File: src/rtl/stack_pkg.sv
// Shared encodings for the stack-calculator sequencer: opcodes, FSM states and
// stack pointer landmarks.
`timescale 1ns/1ps
package stack_pkg;

   localparam logic [2:0] OP_PUSH    = 3'd0;
   localparam logic [2:0] OP_POP     = 3'd1;
   localparam logic [2:0] OP_ADD     = 3'd2;
   localparam logic [2:0] OP_SUB     = 3'd3;
   localparam logic [2:0] OP_TOP     = 3'd4;
   localparam logic [2:0] OP_CLEAR   = 3'd5;
   localparam logic [2:0] OP_DAR_DEC = 3'd6;
   localparam logic [2:0] OP_DAR_INC = 3'd7;

   localparam logic [6:0] STACK_BASE = 7'h7F;
   localparam logic [6:0] STACK_MIN2 = 7'h7D;

   typedef enum logic [2:0] {
      StIdle,
      StRdA,
      StRdB,
      StCapB,
      StWrite,
      StFetch,
      StCapF,
      StDone
   } state_e;

endpackage

File: src/rtl/stack_op_sequencer.sv
// Sequencer for the 128x8 stack memory: accepts one operation at a time, owns the stack
// pointer and display address, and does the 8-bit add/subtract inline.
`timescale 1ns/1ps
module stack_op_sequencer
   import stack_pkg::*;
#(
   parameter int unsigned AW = 7,
   parameter int unsigned DW = 8
) (
   input  logic          clk,
   input  logic          rst_n,
   input  logic          cmd_valid,
   input  logic [2:0]    cmd_op,
   input  logic [DW-1:0] cmd_din,
   output logic          cmd_ready,
   output logic          mem_we,
   output logic [AW-1:0] mem_addr,
   output logic [DW-1:0] mem_wdata,
   input  logic [DW-1:0] mem_rdata,
   output logic [AW-1:0] spr,
   output logic [AW-1:0] dar,
   output logic          empty,
   output logic          full,
   output logic [DW-1:0] result,
   output logic          result_valid,
   output logic          err
);

   localparam logic [AW-1:0] Base = AW'(STACK_BASE);
   localparam logic [AW-1:0] Min2 = AW'(STACK_MIN2);
   localparam logic [AW-1:0] One  = AW'(1);
   localparam logic [AW-1:0] Two  = AW'(2);

   state_e        state_q;
   logic [2:0]    op_q;
   logic [DW-1:0] din_q, a_q, b_q, result_q;
   logic [AW-1:0] spr_q, dar_q;
   logic          rv_q, err_q;
   logic [DW-1:0] alu;

   assign empty        = (spr_q == Base);
   assign full         = (spr_q == '0);
   assign cmd_ready    = (state_q == StIdle);
   assign spr          = spr_q;
   assign dar          = dar_q;
   assign result       = result_q;
   assign result_valid = rv_q;
   assign err          = err_q;

   // B is the deeper entry, so SUB computes B - A.
   assign alu = (op_q == OP_SUB) ? (b_q - a_q) : (b_q + a_q);

   always_ff @(posedge clk or negedge rst_n) begin
      if (!rst_n) begin
         state_q  <= StIdle;
         op_q     <= OP_PUSH;
         din_q    <= '0;
         a_q      <= '0;
         b_q      <= '0;
         spr_q    <= Base;
         dar_q    <= '0;
         result_q <= '0;
         rv_q     <= 1'b0;
         err_q    <= 1'b0;
      end else begin
         rv_q  <= 1'b0;
         err_q <= 1'b0;
         unique case (state_q)
            StIdle: begin
               if (cmd_valid) begin
                  op_q  <= cmd_op;
                  din_q <= cmd_din;
                  case (cmd_op)
                     OP_PUSH: begin
                        if (full) begin
                           state_q <= StDone;
                           rv_q    <= 1'b1;
                           err_q   <= 1'b1;
                        end else begin
                           state_q <= StWrite;
                        end
                     end
                     OP_POP: begin
                        if (empty) begin
                           state_q <= StDone;
                           rv_q    <= 1'b1;
                           err_q   <= 1'b1;
                        end else begin
                           spr_q   <= spr_q + One;
                           dar_q   <= spr_q + Two;
                           state_q <= StFetch;
                        end
                     end
                     OP_ADD, OP_SUB: begin
                        if (spr_q > Min2) begin
                           state_q <= StDone;
                           rv_q    <= 1'b1;
                           err_q   <= 1'b1;
                        end else begin
                           state_q <= StRdA;
                        end
                     end
                     OP_TOP: begin
                        dar_q   <= spr_q + One;
                        state_q <= StFetch;
                     end
                     OP_CLEAR: begin
                        spr_q    <= Base;
                        dar_q    <= '0;
                        result_q <= '0;
                        state_q  <= StDone;
                        rv_q     <= 1'b1;
                     end
                     OP_DAR_DEC: begin
                        dar_q   <= dar_q - One;
                        state_q <= StFetch;
                     end
                     default: begin
                        dar_q   <= dar_q + One;
                        state_q <= StFetch;
                     end
                  endcase
               end
            end
            StRdA: state_q <= StRdB;
            StRdB: begin
               a_q     <= mem_rdata;
               state_q <= StCapB;
            end
            StCapB: begin
               b_q     <= mem_rdata;
               state_q <= StWrite;
            end
            StWrite: begin
               if (op_q == OP_PUSH) begin
                  spr_q    <= spr_q - One;
                  dar_q    <= spr_q;
                  result_q <= din_q;
               end else begin
                  spr_q    <= spr_q + One;
                  dar_q    <= spr_q + Two;
                  result_q <= alu;
               end
               state_q <= StDone;
               rv_q    <= 1'b1;
            end
            StFetch: state_q <= StCapF;
            StCapF: begin
               // Popping the last entry leaves nothing to display.
               if (op_q == OP_POP && empty) result_q <= '0;
               else                         result_q <= mem_rdata;
               state_q <= StDone;
               rv_q    <= 1'b1;
            end
            StDone: state_q <= StIdle;
         endcase
      end
   end

   always_comb begin
      mem_we    = 1'b0;
      mem_addr  = dar_q;
      mem_wdata = '0;
      case (state_q)
         StRdA: mem_addr = spr_q + One;
         StRdB: mem_addr = spr_q + Two;
         StWrite: begin
            mem_we = 1'b1;
            if (op_q == OP_PUSH) begin
               mem_addr  = spr_q;
               mem_wdata = din_q;
            end else begin
               mem_addr  = spr_q + Two;
               mem_wdata = alu;
            end
         end
         default: ;
      endcase
   end

endmodule

File: config.mk
export PLATFORM = sky130hd
export DESIGN_NAME = stack_op_sequencer
export DESIGN_NICKNAME = d
export VERILOG_FILES = /design/src/rtl/stack_pkg.sv /design/src/rtl/stack_op_sequencer.sv
export SDC_FILE = /design/constraint.sdc
export NUM_CORES = 1
export LEC_CHECK = 0
export BUFFER_PORTS_ARGS = -buffer_cell sky130_fd_sc_hd__buf_2
export CORE_UTILIZATION = 59
export DETAILED_ROUTE_END_ITERATION = 12
export GPL_TIMING_DRIVEN = 0
export HOLD_SLACK_MARGIN = 0.02
export PLACE_DENSITY = 0.83
export SLEW_MARGIN = 10
export SYNTH_ARGS = -nofsm -noshare
export SYNTH_HDL_FRONTEND = slang
export SYNTH_SLANG_ARGS = --single-unit
File: constraint.sdc
create_clock -name clk -period 6.05 [get_ports clk]
set_input_delay 0.605 -clock clk [delete_from_list [all_inputs] [get_ports clk]]
set_output_delay 0.605 -clock clk [all_outputs]
set_load 0.05 [all_outputs]
==> reports/metrics.yaml, run 1 <==
syn_inst: 447
antenna_cells: 0
hold_path_class: "in -> async"
grt_overflow_total: 0
start_util: 0.622
rsz0062_at_grt: "no"
cts_buffers: 5
drt_first_pass_iters: 7
finalSetupViolCount: 0
cts_buffer_depth: 2
finalCriticalPeriod_ns: 3.84
max_cap_violations: 0
critPathArrivalTime_ns: 3.24
fin_setup_tns_ns: 0
fp.dieH_um: 84.7
die-area_um2: 7180
ys_warn_count: 0
dpl_cell_area_um2: 4450
via_per_inst: 6.47
synth-simple-area-share: 0.158
avgRoutedWirePerCell_um: 18.7
syn_area_per_cell_um2: 9.04
rows: 29
async_reset_ff_frac: 1.00
insertion_delay_ns: 0.31
cts_sinks: 54
grt_max_degree: 55
grt_pass1_vias: 3779
synth_top_family_by_area: "compound AO/OA/AOI/OAI gates"
antenna_found_initial: 0
synth_ff_type: "dfrtp_1"
numPortBuffers: 63
clk_pin_slew_ns: 0.10
grt_pass1_wl_um: 18200
hold_buffers: 0
end_kind: "output pin"
cts_max_level: 2
track_usage: 0.324
post-route-cell-area_um2: 4560
finClkSkew_ns: 0.00378
post_cts_buffers: 0
hpwl_um: 8290
syn_to_final_growth_pct: 13.0
nNetsFinal: 562
root_buffer: "clkbuf_8"
drt-total-wl_um: 11100
drtAntennaViolNets: 0
synth_cell_type_count: 67
synth_compound_area_frac: 0.248
crit_path_start_kind: "flip-flop"
yosysSeqAreaShare: 0.337
synth_fp_nets: 492
gp_congestion: 0.987
netlist_area_um2: 4040
synth_seq_cells: 54
cts_resized: 0
r2r_slack_ns: 3.20
period_share: 0.635
max_freq_mhz: 260
nFillCells: 543
synth-xor-area-share: 0.0586
core_um2: 6490
drtIter0Drc: 344
die_w_um: 84.7
drv_slew: 0
cts_tree: "done"
vias: 3850
drc: 0
critical_path_class: "reg -> out"
status: "finished, final reports clean"
synth_edf_count: 0
worst_pin_slew_ns: 0.714
relSlewSlack: 0.524
path_max_fanout: 7
final_layout_size_suffix_gt1_frac: 0.245
pin_count: 65
crit_required_ns: 5.44
final-hold-violation-count: 0
muxShareOfSynthArea: 0.0740
synthAdderAreaFrac: 0.0750
-- flip-flops by register name (all words and copies together) (netlist names) --
name / count
a_q: 8
b_q: 8
dar: 7
din_q: 8
err: 1
op_q: 3
result: 8
result_valid: 1
spr: 7
state_q: 3
-- critical path, stage by stage, from the launching register on --
cell       delay (ns)
dfrtp_1          0.43
nand2_1          0.08
nor2_1           0.43
mux2i_1          0.39
ha_1             0.29
nor2b_1          0.15
o31a_1           0.28
o2111ai_1        0.19
nand3_1          0.11
xnor2_1          0.15
o21ai_0          0.15
buf_2            0.28
-- stage by stage --
step / setup WS (ns) / hold slack, ns / std cells / utilization
2_1_floorplan: 2.25 / 0.309 / 447 / -
3_3_place_gp: 2.66 / 0.491 / 587 / 0.685
3_5_place_dp: 2.54 / 0.493 / 587 / 0.685
4_1_cts: 2.20 / 0.512 / 595 / 0.702
5_1_grt: 2.07 / 0.384 / 595 / 0.703
6_report: 2.21 / 0.330 / 595 / 0.703
-- layout make-up --
type	instances	area, µm²	share of cell area
multi-input cells	348	2480	0.543
flip-flops and latches	54	1360	0.298
repair buffers	63	318	0.0696
plain buffers	27	134	0.0293
well taps	77	96.3	0.0211
clock buffers	6	72.6	0.0159
inverters	18	68.8	0.0151
clock inverters	2	37.5	0.00823
-- cells in the mapped netlist, types with 9 or more instances --
library cell,instances,share of area
dfrtp_1,47,0.29
nand2_1,47,0.044
o21ai_0,30,0.037
nor2_1,29,0.027
a21oi_1,26,0.032
mux2_2,23,0.064
ha_1,21,0.065
xnor2_1,18,0.039
inv_1,16,0.015
clkbuf_1,13,0.012
a22oi_1,9,0.017
o21ai_1,9,0.011
xor2_1,9,0.020
-- worst paths after layout --
kind	endpoint	start	cells after the start
setup / recovery	mem_wdata[7]	op_q[0]	11
setup reg to reg	result[6]	op_q[0]	10
max in group asynchronous	result[1]	rst_n	1
hold / removal	dar[3]	rst_n	1
hold reg to reg	b_q[0]	b_q[0]	1
min in group clk	din_q[6]	cmd_din[6]	2
-- kinds of logic (layout without fill, tap and decap cells) --
group / Yosys count / count (layout)
AOI/OAI and AO/OA: 143 / 143
xor gates and xnor gates: 27 / 27
adders and majority gates: 23 / 23
buffers and inverters: 45 / 116
DFF: 54 / 54
muxes: 27 / 27
and+or+nand+nor: 128 / 128
-- placed cells by master, fill, tap and decap left out, types with 14 or more instances in the layout --
| cell type | instances |
|---|---|
| mux2_2 | 23 |
| nor2_1 | 29 |
| dfrtp_1 | 47 |
| inv_1 | 16 |
| nand2_1 | 47 |
| ha_1 | 21 |
| clkbuf_1 | 14 |
| buf_2 | 70 |
| o21ai_0 | 30 |
| xnor2_1 | 18 |
| a21oi_1 | 26 |
-- per-layer routing --
| metal | share of wire | track usage |
|---|---|---|
| met5 | 0 | 0 |
| met4 | 0.048 | 0.160 |
| met3 | 0.061 | 0.0452 |
| met2 | 0.48 | 0.562 |
| met1 | 0.41 | 0.396 |
Power of run 1 is left out: the tool's default activity adds up to more than one toggle a clock period on the data nets, which glitch-free logic cannot reach.
==> inputs of run 2 (changes only) <==
- CORE_UTILIZATION: 59 -> 52
- PLACE_DENSITY: 0.83 -> 0.77
- clock period: 6.05 -> 3.1 ns (I/O delays scaled with it)
==> reports/metrics.yaml, run 2 (synthesis results as in run 1) <==
final_layout_size_suffix_gt1_frac: 0.280  # was 0.245
relSlewSlack: 0.517  # was 0.524
root_buffer: "clkbuf_8"  # unchanged
die_w_um: 90.1  # was 84.7 µm
antenna_cells: 0  # unchanged
avgRoutedWirePerCell_um: 17.7  # was 18.7 µm
cts_tree: "done"  # unchanged
nNetsFinal: 566  # was 562
finalSetupViolCount: 0  # unchanged
path_max_fanout: 3  # was 7
cts_sinks: 54  # unchanged
end_kind: "output pin"  # unchanged
max_freq_mhz: 325
max_cap_violations: 0  # unchanged
core_um2: 7370  # was 6490 µm²
finClkSkew_ns: 0.00743  # was 0.00378 ns
die-area_um2: 8120  # was 7180 µm²
gp_congestion: 0.949  # was 0.987
crit_required_ns: 2.79  # was 5.44 ns
drv_slew: 0  # unchanged
worst_pin_slew_ns: 0.724  # was 0.714 ns
drtAntennaViolNets: 0  # unchanged
rows: 31  # was 29
vias: 3836  # was 3850
grt_overflow_total: 0  # unchanged
finalCriticalPeriod_ns: 3.08
syn_to_final_growth_pct: 17.5  # was 13.0%
status: "finished, final reports clean"  # unchanged
grt_pass1_wl_um: 18000  # was 18200 µm
clk_pin_slew_ns: 0.10  # about the same
final-hold-violation-count: 0  # unchanged
hpwl_um: 8110  # was 8290 µm
critPathArrivalTime_ns: 2.77  # was 3.24 ns
grt_max_degree: 55  # unchanged
drt-total-wl_um: 11000  # was 11100 µm
insertion_delay_ns: 0.31  # about the same
numPortBuffers: 63  # unchanged
track_usage: 0.276  # was 0.324
crit_path_start_kind: "flip-flop"  # unchanged
antenna_found_initial: 0  # unchanged
grt_pass1_vias: 3688  # was 3779
critical_path_class: "reg -> out"  # unchanged
final_cell_mix: "66 x buf_2, 47 x dfrtp_1, 46 x nand2_1, 28 x nor2_1, 27 x o21ai_0"  # was 70 x buf_2, 47 x nand2_1, 47 x dfrtp_1, 30 x o21ai_0, 29 x nor2_1
start_util: 0.548  # was 0.622
pin_count: 65  # unchanged
r2r_slack_ns: 0.64  # was 3.20 ns
fp.dieH_um: 90.1  # was 84.7 µm
hold_path_class: "in -> async"  # unchanged
cts_buffers: 5  # unchanged
cts_buffer_depth: 2  # unchanged
drtIter0Drc: 304  # was 344
hold_ws_ns: 0.0346  # was 0.330 ns
drt_first_pass_iters: 5  # was 7
rsz0062_at_grt: "yes"  # was no
period_share: 0.994
drc: 0  # unchanged
hold_buffers: 0  # unchanged
final_common_cell: "buf_2"  # unchanged
cts_max_level: 2  # unchanged
via_per_inst: 6.18  # was 6.47
-- run 2: cell types whose count changed in the layout (fill, tap and decap cells not counted), sizes merged --
| cell | before | now |
|---|---|---|
| buf | 77 | 82 |
| bufinv | 1 | 2 |
| clkbuf | 19 | 18 |
| clkinvlp | 1 | 0 |
-- run 2: path summary, 6_finish.rpt --
path,from,endpoint,depth (start not counted)
max in group asynchronous,rst_n,din_q[1],1
setup / recovery,a_q[1],mem_wdata[7],11
hold / removal,rst_n,din_q[5],1
hold reg to reg,result[6],result[6],1
setup reg to reg,a_q[1],result[6],10
min in group clk,cmd_din[5],din_q[5],2
-- run 2: metal layers --
| metal | track usage | routed length (µm) | up-vias | share of wire |
|---|---|---|---|---|
| li1 | - | - | 1780 | - |
| met1 | 0.351 | 4660 | 1876 | 0.42 |
| met2 | 0.483 | 5530 | 154 | 0.50 |
| met3 | 0.0355 | 569 | 26 | 0.052 |
| met4 | 0.0901 | 254 | 0 | 0.023 |
| met5 | 0 | 0 | - | 0 |
-- run 2: critical path, stage by stage, from the launching register on --
cell,delay (ns)
dfrtp_1,0.41
inv_1,0.13
ha_4,0.22
mux2i_2,0.21
ha_1,0.29
nor2b_4,0.14
o31a_1,0.27
o2111ai_1,0.19
nand3_1,0.14
xnor2_2,0.17
o21ai_2,0.13
buf_6,0.17
-- run 2: timing repair --
action                     4_1_cts  5_1_grt
gates resized for setup          6       17
buffers inserted                 2        3
setup endpoints to repair        5        6
pin swaps                        1        6
-- run 2: area by class of cell --
class / instances / area (µm²)
Buffer: 26 / 130
Clock buffer: 6 / 82.6
Clock inverter: 2 / 60.1
Fill cell: 652 / 2620
Inverter: 18 / 68.8
Multi-Input combinational cell: 348 / 2540
Sequential cell: 54 / 1360
Tap cell: 99 / 124
Timing Repair Buffer: 68 / 377
-- run 2: stage by stage --
step	setup TNS [ns]	setup WS (ns)	utilization	instances	instance area, µm²
finish	0	0.0199	0.644	621	4750
floorplan	-0.0231	-0.0231	-	447	4040
detailed placement	0	0.00248	0.608	609	4480
global route	-0.170	-0.0973	0.644	621	4750
CTS	0	0.00140	0.632	619	4660
global placement	0	0.0382	0.608	609	4480
Power of run 2 is left out for the same reason.
==> inputs of run 3 (changes only) <==
- CORE_UTILIZATION: 52 -> 58
- PLACE_DENSITY: 0.77 -> 0.82
- clock period: 3.1 -> 3.2 ns (I/O delays scaled with it)
==> reports/metrics.yaml, run 3 (synthesis results as in run 1) <==
status: "finished, final reports clean"  # unchanged
critPathCapture: "mem_wdata[7]"  # unchanged
pin_count: 65  # unchanged
nFillCells: 579  # was 652
path_cells: "nand2_2, nor2_4, mux2i_2, ha_1, nor2b_1, o31a_1, o2111ai_2, nand3_1, xnor2_1, o21ai_1, buf_6"  # was inv_1, ha_4, mux2i_2, ha_1, nor2b_4, o31a_1, o2111ai_1, nand3_1, xnor2_2, o21ai_2, buf_6
r2r_start: "op_q[0]"  # was a_q[1]
r2r_slack_ns: 0.66  # was 0.64 ns
max_freq_mhz: 313
drtAntennaViolNets: 0  # unchanged
r2r_cells: 9  # was 10
finalCriticalPeriod_ns: 3.19
grt_overflow_total: 0  # unchanged
timing.rr.end: "result[3]"  # was result[6]
crit_required_ns: 2.88  # was 2.79 ns
rsz0062_at_grt: "yes"  # unchanged
grt_pass1_wl_um: 17900  # was 18000 µm
insertion_delay_ns: 0.32  # was 0.31 ns
hold_path_class: "in -> async"  # unchanged
cts_sinks: 54  # unchanged
cts_buffer_depth: 2  # unchanged
crit_path_start_kind: "flip-flop"  # unchanged
gp_congestion: 0.955  # was 0.949
antenna_cells: 0  # unchanged
final_common_cell: "buf_2"  # unchanged
avgRoutedWirePerCell_um: 18.2  # was 17.7 µm
hpwl_um: 8000  # was 8110 µm
relSlewSlack: 0.522  # was 0.517
cts_buffers: 5  # unchanged
numPortBuffers: 63  # unchanged
fp.dieH_um: 85.5  # was 90.1 µm
via_per_inst: 6.29  # was 6.18
final-hold-violation-count: 0  # unchanged
grt_pass1_vias: 3724  # was 3688
crit_start: "op_q[0]"  # was a_q[1]
root_buffer: "clkbuf_8"  # unchanged
multi_input_area_um2: 2510  # was 2540 µm²
antenna_found_initial: 0  # unchanged
track_usage: 0.311  # was 0.276
cts_max_level: 2  # unchanged
start_util: 0.598  # was 0.548
vias: 3797  # was 3836
die_w_um: 85.5  # was 90.1 µm
path_max_fanout: 5  # was 3
hold_buffers: 0  # unchanged
max_cap_violations: 0  # unchanged
period_share: 0.998
drtIter0Drc: 336  # was 304
drt_first_pass_iters: 5  # unchanged
fin_ws_ns: 0.00723  # was 0.0199 ns
drc: 0  # unchanged
drv_slew: 0  # unchanged
regArea_um2: 1360  # unchanged
cts_tree: "done"  # unchanged
drt-total-wl_um: 11000  # about the same
worst_pin_slew_ns: 0.713  # was 0.724 ns
nNetsFinal: 568  # was 566
finalSetupViolCount: 0  # unchanged
finClkSkew_ns: 0.00858  # was 0.00743 ns
dp_worst_setup_slack_ns: 0.0820  # was 0.00248 ns
end_kind: "output pin"  # unchanged
rows: 30  # was 31
crit_slowest_cell: "dfrtp_1"  # unchanged
final_cell_mix: "66 x buf_2, 47 x dfrtp_1, 46 x nand2_1, 28 x nor2_1, 27 x o21ai_0"  # unchanged
critPathArrivalTime_ns: 2.87  # was 2.77 ns
die-area_um2: 7300  # was 8120 µm²
grt_max_degree: 55  # unchanged
critical_path_class: "reg -> out"  # unchanged
final_layout_size_suffix_gt1_frac: 0.269  # was 0.280
syn_to_final_growth_pct: 15.5  # was 17.5%
clk_pin_slew_ns: 0.11  # was 0.10 ns
slowest_delay_ns: 0.46  # was 0.41 ns
core_um2: 6760  # was 7370 µm²
[run 3: metrics by stage]
| step | cell area [µm²] | utilization | TNS [ns] | std cells | hold slack [ns] |
|---|---|---|---|---|---|
| 2_1_floorplan | 4040 | - | 0 | 447 | 0.0244 |
| 3_3_place_gp | 4450 | 0.659 | 0 | 590 | 0.488 |
| 3_5_place_dp | 4450 | 0.659 | 0 | 590 | 0.493 |
| 4_1_cts | 4580 | 0.678 | 0 | 598 | 0.238 |
| 5_1_grt | 4670 | 0.691 | -0.123 | 604 | 0.107 |
| 6_report | 4670 | 0.691 | 0 | 604 | 0.0365 |
[run 3: metal layers]
layer | wire length, µm | GRT usage
met5 | 0 | 0
met1 | 4450 | 0.387
met2 | 5460 | 0.551
met4 | 331 | 0.117
met3 | 740 | 0.0409
[run 3: worst min-delay path by stage]
| stage | to | from | cells past startpoint | slack, ns |
|---|---|---|---|---|
| floorplan | a_q[0] | rst_n | 0 | 0.02 |
| global placement | din_q[3] | din_q[3] | 1 | 0.49 |
| detailed placement | result[3] | result[3] | 1 | 0.49 |
| CTS | din_q[2] | cmd_din[2] | 2 | 0.24 |
| global route | dar[1] | rst_n | 1 | 0.11 |
| finish | din_q[7] | rst_n | 1 | 0.04 |
[run 3: critical path: cells and delay by family (launching register included)]
family / cells / cell delay [ns]
and+or+nand+nor: 4 / 0.56
buffers and inverters: 1 / 0.18
adders and majority gates: 1 / 0.27
muxes: 1 / 0.31
DFF: 1 / 0.46
AOI/OAI and AO/OA: 3 / 0.63
xor gates and xnor gates: 1 / 0.15
[run 3: cell type report]
cell class,count,share of cell area
clock inverters,2,0.00805
flip-flops and latches,54,0.291
plain buffers,27,0.0287
clock buffers,6,0.0156
repair buffers,69,0.0823
multi-input cells,348,0.538
inverters,18,0.0147
well taps,80,0.0215
[run 3: repair_timing]
action,CTS,global route
endpoints found under the setup margin,5,4
pin swaps,0,3
buffers inserted,0,6
gates resized for setup,5,14
Power of run 3 is left out for the same reason.
